## src/rtl/control_sequencer.sv

```systemverilog
`default_nettype none
// ============================================================================
// Module      : control_sequencer
// Description : Hardwired T-state control unit: fetch (T0-T2) then
//               opcode-driven execute (T3-T7) producing datapath strobes.
// Revision    : 1.0 - initial release
// ============================================================================
module control_sequencer (
  input  logic        Clock,
  input  logic        clear,
  input  logic [31:0] ir,
  input  logic        Stop,
  output logic        PCout,
  output logic        MARin,
  output logic        IncPC,
  output logic        PCin,
  output logic        IRin,
  output logic        Read,
  output logic        Write,
  output logic        MDRin,
  output logic        MDRout,
  output logic        Yin,
  output logic        Zin,
  output logic        Zlowout,
  output logic        Cout,
  output logic        Gra,
  output logic        Grb,
  output logic        Grc,
  output logic        Rin,
  output logic        Rout,
  output logic        BAout,
  output logic [4:0]  alu_op,
  output logic        Run,
  output logic        Illegal
);

  localparam logic [4:0] c_op_ld   = 5'b00000;
  localparam logic [4:0] c_op_ldi  = 5'b00001;
  localparam logic [4:0] c_op_st   = 5'b00010;
  localparam logic [4:0] c_op_add  = 5'b00011;
  localparam logic [4:0] c_op_sub  = 5'b00100;
  localparam logic [4:0] c_op_and  = 5'b00101;
  localparam logic [4:0] c_op_or   = 5'b00110;
  localparam logic [4:0] c_op_addi = 5'b01100;
  localparam logic [4:0] c_op_andi = 5'b01101;
  localparam logic [4:0] c_op_ori  = 5'b01110;
  localparam logic [4:0] c_op_nop  = 5'b11010;
  localparam logic [4:0] c_op_halt = 5'b11011;

  typedef enum logic [3:0] {
    S_RST  = 4'd0,
    S_T0   = 4'd1,
    S_T1   = 4'd2,
    S_T2   = 4'd3,
    S_T3   = 4'd4,
    S_T4   = 4'd5,
    S_T5   = 4'd6,
    S_T6   = 4'd7,
    S_T7   = 4'd8,
    S_HALT = 4'd9
  } state_t;

  state_t state_q;
  state_t state_d;

  logic [4:0] opcode;
  logic       ir_unused;
  logic       is_ld;
  logic       is_ldi;
  logic       is_st;
  logic       is_alu_rr;
  logic       is_alu_imm;
  logic       is_nop;
  logic       is_halt;
  logic       is_mem_addr;
  logic [4:0] imm_alu_op;

  assign opcode    = ir[31:27];
  assign ir_unused = ^ir[26:0];

  assign is_ld       = (opcode == c_op_ld);
  assign is_ldi      = (opcode == c_op_ldi);
  assign is_st       = (opcode == c_op_st);
  assign is_alu_rr   = (opcode == c_op_add) || (opcode == c_op_sub) ||
                       (opcode == c_op_and) || (opcode == c_op_or);
  assign is_alu_imm  = (opcode == c_op_addi) || (opcode == c_op_andi) ||
                       (opcode == c_op_ori);
  assign is_nop      = (opcode == c_op_nop);
  assign is_halt     = (opcode == c_op_halt);
  // ld/ldi/st share the base-plus-offset address calculation in T3-T4
  assign is_mem_addr = is_ld || is_ldi || is_st;

  always_comb begin
    imm_alu_op = c_op_add;
    if (opcode == c_op_andi) begin
      imm_alu_op = c_op_and;
    end else if (opcode == c_op_ori) begin
      imm_alu_op = c_op_or;
    end
  end

  always_ff @(posedge Clock) begin
    if (!clear) begin
      state_q <= S_RST;
    end else begin
      state_q <= state_d;
    end
  end

  always_comb begin
    state_d = state_q;
    PCout   = 1'b0;
    MARin   = 1'b0;
    IncPC   = 1'b0;
    PCin    = 1'b0;
    IRin    = 1'b0;
    Read    = 1'b0;
    Write   = 1'b0;
    MDRin   = 1'b0;
    MDRout  = 1'b0;
    Yin     = 1'b0;
    Zin     = 1'b0;
    Zlowout = 1'b0;
    Cout    = 1'b0;
    Gra     = 1'b0;
    Grb     = 1'b0;
    Grc     = 1'b0;
    Rin     = 1'b0;
    Rout    = 1'b0;
    BAout   = 1'b0;
    alu_op  = 5'b00000;
    Run     = 1'b1;
    Illegal = 1'b0;

    case (state_q)
      S_RST: begin
        state_d = S_T0;
      end
      S_T0: begin
        PCout   = 1'b1;
        MARin   = 1'b1;
        IncPC   = 1'b1;
        Zin     = 1'b1;
        state_d = Stop ? S_HALT : S_T1;
      end
      S_T1: begin
        Zlowout = 1'b1;
        PCin    = 1'b1;
        Read    = 1'b1;
        MDRin   = 1'b1;
        state_d = S_T2;
      end
      S_T2: begin
        MDRout  = 1'b1;
        IRin    = 1'b1;
        state_d = S_T3;
      end
      S_T3: begin
        if (is_mem_addr) begin
          Grb     = 1'b1;
          BAout   = 1'b1;
          Yin     = 1'b1;
          state_d = S_T4;
        end else if (is_alu_rr || is_alu_imm) begin
          Grb     = 1'b1;
          Rout    = 1'b1;
          Yin     = 1'b1;
          state_d = S_T4;
        end else if (is_halt) begin
          state_d = S_HALT;
        end else if (is_nop) begin
          state_d = S_T0;
        end else begin
          Illegal = 1'b1;
          state_d = S_T0;
        end
      end
      S_T4: begin
        state_d = S_T5;
        if (is_mem_addr) begin
          Cout   = 1'b1;
          Zin    = 1'b1;
          alu_op = c_op_add;
        end else if (is_alu_rr) begin
          Grc    = 1'b1;
          Rout   = 1'b1;
          Zin    = 1'b1;
          alu_op = opcode;
        end else if (is_alu_imm) begin
          Cout   = 1'b1;
          Zin    = 1'b1;
          alu_op = imm_alu_op;
        end else begin
          state_d = S_T0;
        end
      end
      S_T5: begin
        state_d = S_T0;
        if (is_ld || is_st) begin
          Zlowout = 1'b1;
          MARin   = 1'b1;
          state_d = S_T6;
        end else if (is_ldi || is_alu_rr || is_alu_imm) begin
          Zlowout = 1'b1;
          Gra     = 1'b1;
          Rin     = 1'b1;
        end
      end
      S_T6: begin
        state_d = S_T7;
        if (is_ld) begin
          Read  = 1'b1;
          MDRin = 1'b1;
        end else if (is_st) begin
          // MDR is loaded from the register file, not memory
          Gra   = 1'b1;
          Rout  = 1'b1;
          MDRin = 1'b1;
        end else begin
          state_d = S_T0;
        end
      end
      S_T7: begin
        state_d = S_T0;
        if (is_ld) begin
          MDRout = 1'b1;
          Gra    = 1'b1;
          Rin    = 1'b1;
        end else if (is_st) begin
          Write = 1'b1;
        end
      end
      S_HALT: begin
        Run     = 1'b0;
        state_d = S_HALT;
      end
      default: begin
        state_d = S_RST;
      end
    endcase
  end

endmodule
`default_nettype wire

```

## config.mk

```make
export PLATFORM = sky130hd
export DESIGN_NAME = control_sequencer
export DESIGN_NICKNAME = d
export VERILOG_FILES = /design/src/rtl/control_sequencer.sv
export SDC_FILE = /design/constraint.sdc
export NUM_CORES = 1
export LEC_CHECK = 0
export CORE_UTILIZATION = 32
export CTS_CLUSTER_DIAMETER = 60
export DETAILED_ROUTE_END_ITERATION = 6
export PLACE_DENSITY = 0.8
export SLEW_MARGIN = 15
export SYNTH_ARGS = -nofsm -noshare
export SYNTH_HDL_FRONTEND = slang
export SYNTH_SLANG_ARGS = --single-unit
```

## constraint.sdc

```tcl
create_clock -name Clock -period 1.6 [get_ports Clock]
set_clock_uncertainty 0.1 [all_clocks]
set_input_delay 0.16 -clock Clock [delete_from_list [all_inputs] [get_ports Clock]]
set_output_delay 0.16 -clock Clock [all_outputs]
set_load 0.005 [all_outputs]
```

Word-level counts from Yosys, hierarchy flattened
Cells that the tools add are included.
{ "word_totals": {"register_bits": 4, "input_bits": 35, "output_inout_bits": 26, "word_cells": 94} }
{ "classes": {"n_eq_ne": 20, "mux": 59, "reduce_logical": 14} }
{ "op_table": {"columns": ["operator", "count"], "rows": [
  ["case mux 4 bit (9 select lines)", 1],
  ["two-way mux 1 bit", 33],
  ["two-way mux 4 bit", 6],
  ["two-way mux 5 bit", 4],
  ["two-way mux 3 bit", 6],
  ["equality test 4 x 3 -> 1 bit, second input constant", 4],
  ["equality test 5 x 3 -> 1 bit, second input constant", 3],
  ["equality test 5 x 4 -> 1 bit, second input constant", 3],
  ["case mux 1 bit (2 select lines)", 7],
  ["logical OR 1 bit", 11],
  ["equality test 5 x 2 -> 1 bit, second input constant", 2],
  ["equality test 5 bit, second input constant", 2],
  ["equality test 4 x 2 -> 1 bit, second input constant", 2],
  ["equality test 4 bit, second input constant", 2],
  ["case mux 1 bit (3 select lines)", 2],
  ["equality test 5 x 1 -> 1 bit, second input constant", 1],
  ["logical NOT 5 bit", 1],
  ["equality test 4 x 1 -> 1 bit, second input constant", 1],
  ["logical NOT 4 bit", 1],
  ["OR reduction 2 bit", 1]
]} }

Longest topological paths before layout
Gate-level depths: netlist (run 1).
{ "logic_depth": {"ltp_word": 9, "depth_mapped": 5, "mapped_depth_nobuf": 4} }

Worst setup path after synthesis (run 1)
OpenSTA, ideal clock, no wires.
{ "synth_path": {"path_type": "reg-to-output", "from": "register state_q[1]", "to": "output port Rout", "arrival_ps": 1303, "t_required_ps": 1340, "setup_slack_ps": 37, "stages_incl_launch_ff": 6, "path_buffers": 1, "cell_sequence": "dfxtp_1 > nand2b_1 > or3_1 > buf_2 > nor3_1 > a311o_1"} }
{ "synth_via": {"elab_chain_cells": 2, "word_cells_on_any_way": 4, "cone_classes": "eq/ne: 3; mux: 1"} }
{ "synth_lines": {"columns": ["element", "line", "text"], "rows": [
  ["start, declared", "63", "state_t state_q;"],
  ["start signal, assigned", "106", "state_q <= state_d;"],
  ["equality test 4 x 3 -> 1 bit", "135", "case (state_q)"],
  ["case mux 1 bit (3 select lines) *", "135", null],
  ["end, declared", "30", "output logic Rout,"]
]} }
Mark *: on every way between the ends. The rest lies on a longest branch, timed or not.

Final worst setup path (run 1)
{ "layout_path": {"from": "register state_q[3]", "to": "output port Rout"} }
The elaborated chain is that of the path after synthesis.

==> results of run 1 <==
final cells by class:
type                    count  area share [%]
multi-input cells          86            46.6
repair buffers             95            44.7
flip-flops and latches      4            5.26
well taps                  27            2.03
clock buffers               3            1.35
routing by layer:
metal	vias to the layer above	global-route usage (%)
li1	550	-
met1	640	31.5
met2	110	55.4
met3	28	4.63
met4	0	17.6
met5	-	0
report_power, final:
group	leakage [nW]	switching [mW]	internal (mW)	total (mW)
sequential	0.0346	0.00501	0.107	0.112
combinational	0.718	0.207	0.228	0.435
clock	0.0138	0.0494	0.0845	0.134
total	0.766	0.261	0.420	0.681
worst max-delay path, delay by kind of cell, from the launching register on:
| family | cells | cell delay, ns |
|---|---|---|
| flip-flops | 1 | 0.32 |
| buffers and inverters | 1 | 0.13 |
| AO/OA/AOI/OAI | 1 | 0.14 |
| AND/OR/NAND/NOR | 3 | 0.74 |
through the flow:
stage	area, µm²	setup TNS [ns]	std cells
5_1_grt	1660	-2.56	215
3_5_place_dp	1180	-14.59	176
6_report	1660	-1.90	215
4_1_cts	1470	-1.08	204
3_3_place_gp	1180	-14.04	176
2_1_floorplan	728	0	106
placed cells by master, fill, tap and decap left out, types with 2 or more instances in the layout:
cell type / n
clkbuf_2: 2
dfxtp_2: 3
or3_1: 4
o21a_1: 2
conb_1: 2
buf_6: 18
o21bai_1: 2
nand3_2: 2
nor3_2: 5
clkdlybuf4s50_1: 2
clkbuf_4: 3
a211oi_2: 6
o21ai_2: 2
nor2_4: 2
nand2_4: 2
nor3_1: 2
nor2b_4: 4
buf_2: 21
nand3b_1: 2
a31oi_1: 3
nor2_1: 5
nand2b_1: 2
clkdlybuf4s15_1: 2
nor3_4: 2
a21oi_1: 2
nand2_1: 6
o21ai_0: 2
buf_4: 48
or3_4: 2
worst min-delay path by stage:
stage,cells after the start,endpoint,from
CTS,4,state_q[0],ir[31]
finish,4,state_q[0],ir[31]
global route,3,state_q[0],clear
global placement,3,state_q[2],state_q[2]
floorplan,2,state_q[0],clear
detailed placement,4,state_q[0],state_q[2]
repair_timing:
| item | in CTS | in global routing |
|---|---|---|
| setup buffers | 25 | 12 |
| hold endpoints to repair | 0 | 0 |
| pin swaps | 22 | 18 |
| setup endpoints to repair | 28 | 25 |
| gates resized for setup | 150 | 35 |
cell families after synthesis:
family | Yosys count | share of synthesized area [%]
buf+inv | 16 | 13.6
flops | 4 | 11.1
xor+xnor | 1 | 1.21
other cells | 1 | 0.518
compound gates | 25 | 25.7
simple gates | 58 | 47.8
==> impl_metrics.toml, run 1 <==
[setup_path]
crit_arrival_ns = 1.55
reg2reg_to = "state_q[3]"
critPathCapture = "Rout"
cp-startpoint = "state_q[3]"
ff2ff_path_depth = 5
slowest_stage = "or3_4"
critPathCaptureType = "primary output"
critical_path_class = "flop to primary output"
path_max_fanout = 6
start_kind = "flop"
rrSetupSlack_ns = 0.02
slowest_delay_ns = 0.43
rr_startpoint = "state_q[2]"
crit_chain = "nand2b_4 -> or3_4 -> nor3_2 -> a311o_1 -> buf_2"
crit_required_ns = 1.34

[synth]
yosysSeqAreaShare_pct = 11.1
synthesis.instances = 105
synth_edf_count = 0
yosysTopAreaCellShare_pct = 11.1
synth.distinct_cells = 42
synth_common_cells = "nand2_1, nor2_1, nor3_1, buf_4, or3_1"
yosys.area.top_type = "dfxtp_1"
ys.flop_type = "dfxtp_1"
synthArstFlopShare_pct = 0
synth.avg_cell_area_um2 = 6.90
yosys_register_bits = 4
yosys-top-cells-area = "dfxtp_1, buf_4, nor3_1, a211oi_1, or3_1"
ys_warn_count = 0
syn_area_um2 = 724

[sta]
report.final.slew_viol_count = 0
rsz0062_at_grt = "yes"
period_needed_ns = 1.81
setup_viol = 16
hold_viol_final = 0
fmax_mhz = 553
holdWs_ns = 0.439
setup_ws_ns = -0.209
fin_crit_sh_pct = 113

[placement]
dp_hpwl_um = 1830
io_buffers = 31
place_congestion = 0.832
preCtsSetupSlack_ns = -0.816

[final_layout]
diodes = 0
seqCellArea_um2 = 87.6
largest-register = "state_q"
drive_above_1_share_pct = 75.0
multi_input_area_um2 = 776
syn2layout_area_growth_pct = 130
nNetsFinal = 225
final_core_utilization_pct = 81.5
reg_top3 = "state_q x4"
num-fill-cells = 118
largest_reg_flops = 4

[detailed_routing]
totalWireLength_um = 4320
vias = 1328
top_layer = "met4"
m1WireLength_um = 1670
ant_nets = 0
dr.pass1.iters = 4
dr.first_iter.drc_count = 63
drc = 0
routed_via_density = 6.18
routed-wl-met3_um = 311
met2_length_um = 2050
wire_per_inst_um = 20.1

[clock_network]
root_buffer = "clkbuf_4"
ctsHoldBuffers = 0
cts_max_level = 1
clkTransAtPathRegs_ns = 0.04
cts_sinks = 4
cts_max_path_buffers = 2
insertion_delay_ns = 0.24
cts_buffers = 3
cts_tree = "done"

[power_and_ir_drop]
p_per_area_nw_per_um2 = 409
leakagePower_nw = 0.766
power_mw = 0.681
max-vdd-ir-drop_v = 0.000402

[die]
die_w_um = 49.6
io_pins = 61
coreArea_um2 = 2040
core.rowCount = 16
die_area_um2 = 2460
die_y_um = 49.6
start_util_pct = 35.5

[run_status]
status = "finished with violations"
violations = "negative setup slack"

[global_route]
gr-usage-all-layers_pct = 30.0
grt_pass1_wl_um = 5670
antenna_found_initial = 0
grt_pass1_vias = 1257
grt_overflow = 0
grt_start_max_net_pins = 9

[run]
cap_violations = 0

[min_path]
hp-class = "input pin to flop"
Power figures use the tool's default switching activity.
==> run 2, diff against run 1 <==
--- a/config.mk
+++ b/config.mk
@@ -8,7 +8,9 @@
 export CORE_UTILIZATION = 32
 export CTS_CLUSTER_DIAMETER = 60
 export DETAILED_ROUTE_END_ITERATION = 6
+export HOLD_SLACK_MARGIN = 0.03
 export PLACE_DENSITY = 0.8
+export SETUP_SLACK_MARGIN = 0.02
 export SLEW_MARGIN = 15
 export SYNTH_ARGS = -nofsm -noshare
 export SYNTH_HDL_FRONTEND = slang
==> run 2 against run 1 <==
  * The flow still finishes with violations (negative setup slack)
  * Register-to-register slack lost 0.11 ns
  * Sequential share of layout area is essentially flat
  * Flip-flop and latch count is the same
  * Highest routed layer unchanged
  * Combinational power shrank 4.6%
  * Wire length shrank 3.7%
  * Maximum frequency shrank 3.6%
  * First-iteration DRC count grew 7.9%
  * Core utilization shrank 2.6 points
  * Clock power is essentially flat
  * Total power shrank 3.2%
  * Count of clock-buffer cells in the layout is the same
==> impl_metrics.toml, run 2 (synthesis results as in run 1) <==
[power_and_ir_drop]
seqPwrFrac_pct = 17.3
max-vdd-ir-drop_v = 0.000343
pwr-share-comb_pct = 62.8
p_sw_share_pct = 38.4
p_int_mw = 0.406
switching_power_mw = 0.253
leakagePower_nw = 0.742
p_per_area_nw_per_um2 = 410
p_clk_share_pct = 19.9

[setup_path]
crit_arrival_ns = 1.62
critical_path_class = "flop to primary output"
crit_required_ns = 1.34
reg2reg_to = "state_q[2]"
rrSetupSlack_ns = -0.09
ff2ff_path_depth = 10
start_kind = "flop"
critPathCaptureType = "primary output"
path_max_fanout = 7
rr_startpoint = "state_q[0]"

[sta]
setup_ws_ns = -0.277
rsz0062_at_grt = "yes"
fmax_mhz = 533
fin_crit_sh_pct = 117
period_needed_ns = 1.88
hold_viol_final = 0
fin_setup_tns_ns = -2.55
setup_viol = 18
holdWs_ns = 0.417
report.final.slew_viol_count = 0

[detailed_routing]
wire_per_inst_um = 19.4
routed_via_density = 5.84
routed-wl-met3_um = 325
drc = 0
dr.first_iter.drc_count = 68
m1WireLength_um = 1550
vias = 1255
top_layer = "met4"
totalWireLength_um = 4160
met2_length_um = 2000
dr.pass1.iters = 4
ant_nets = 0

[min_path]
hold_end = "state_q[3]"
min_path_cells = 5
worstHoldStart = "ir[31]"
hp-class = "input pin to flop"

[die]
die_area_um2 = 2460
coreArea_um2 = 2040
die_w_um = 49.6
die_y_um = 49.6
core.rowCount = 16
start_util_pct = 35.5
io_pins = 61

[clock_network]
ctsHoldBuffers = 0
cts_tree = "done"
root_buffer = "clkbuf_4"
cts_max_level = 1
insertion_delay_ns = 0.23
cts_buffers = 3
cts_sinks = 4
clkTransAtPathRegs_ns = 0.04
cts_max_path_buffers = 2

[final_layout]
num-fill-cells = 132
final_common_cell = "buf_4"
diodes = 0
largest_reg_flops = 4
syn2layout_area_growth_pct = 122
seqCellArea_um2 = 85.1
multi_input_area_um2 = 736
drive_above_1_share_pct = 73.4
nNetsFinal = 225
final_cell_mix = "buf_4, buf_2, buf_6"
reg_top3 = "state_q x4"
largest-register = "state_q"

[global_route]
grt_overflow = 0
grt_pass1_vias = 1220
gr-usage-all-layers_pct = 31.7
antenna_found_initial = 0
grt_pass1_wl_um = 5860
grt_start_max_net_pins = 9

[run]
cap_violations = 0

[placement]
place_congestion = 0.832
preCtsSetupSlack_ns = -0.816
dp_hpwl_um = 1830
io_buffers = 31

[run_status]
status = "finished with violations"
violations = "negative setup slack"
## run 2: critical path, cell delays in order (launching register included)
cell,delay [ns]
dfxtp_2,0.31
buf_6,0.13
buf_4,0.13
nand3b_1,0.20
a2111oi_4,0.33
a311o_1,0.17
buf_2,0.11
## run 2: what timing repair did
item	CTS	global route
pin swaps	28	11
hold endpoints to repair	0	0
cloned	0	0
buffers inserted	33	6
endpoints found under the setup margin	28	24
resized for setup	157	21
## run 2: cell type report
cell class / count / share of cell area (%)
Timing Repair Buffer: 95 / 45.5
Clock buffer: 3 / 1.40
Tap cell: 27 / 2.10
Sequential cell: 4 / 5.28
Multi-Input combinational cell: 86 / 45.7
## run 2: metal layers
metal  vias up  global-route usage (%)
met5         -                       0
li1        544                       -
met3        26                    2.16
met2        92                    57.0
met4         0                    17.6
met1       593                    36.5
## run 2: worst max-delay path by stage
| stage | from | to | slack (ns) |
|---|---|---|---|
| after CTS | state_q[0] | Rout | -0.21 |
| after global routing | state_q[0] | Rout | -0.33 |
| final | state_q[0] | Rout | -0.28 |
| after detailed placement | ir[27] | Rout | -0.82 |
| after floorplan | state_q[1] | Rout | 0.04 |
| after global placement | ir[27] | Rout | -0.80 |
## run 2: through the flow
step	std cells	total power, mW	utilization [%]	cell area, µm²
floorplan	106	0.245	-	728
global placement	176	0.362	58.0	1180
detailed placement	176	0.369	58.0	1180
CTS	211	0.599	74.6	1520
global route	215	0.687	78.9	1610
finish	215	0.660	78.9	1610
## run 2: power by group through the flow
| stage | logic (mW) | clock network (mW) | registers (mW) |
|---|---|---|---|
| floorplan | 0.132 | 0 | 0.113 |
| detailed placement | 0.257 | 0 | 0.112 |
| global route | 0.434 | 0.138 | 0.114 |
| global placement | 0.250 | 0 | 0.112 |
| finish | 0.415 | 0.131 | 0.114 |
| CTS | 0.353 | 0.132 | 0.114 |
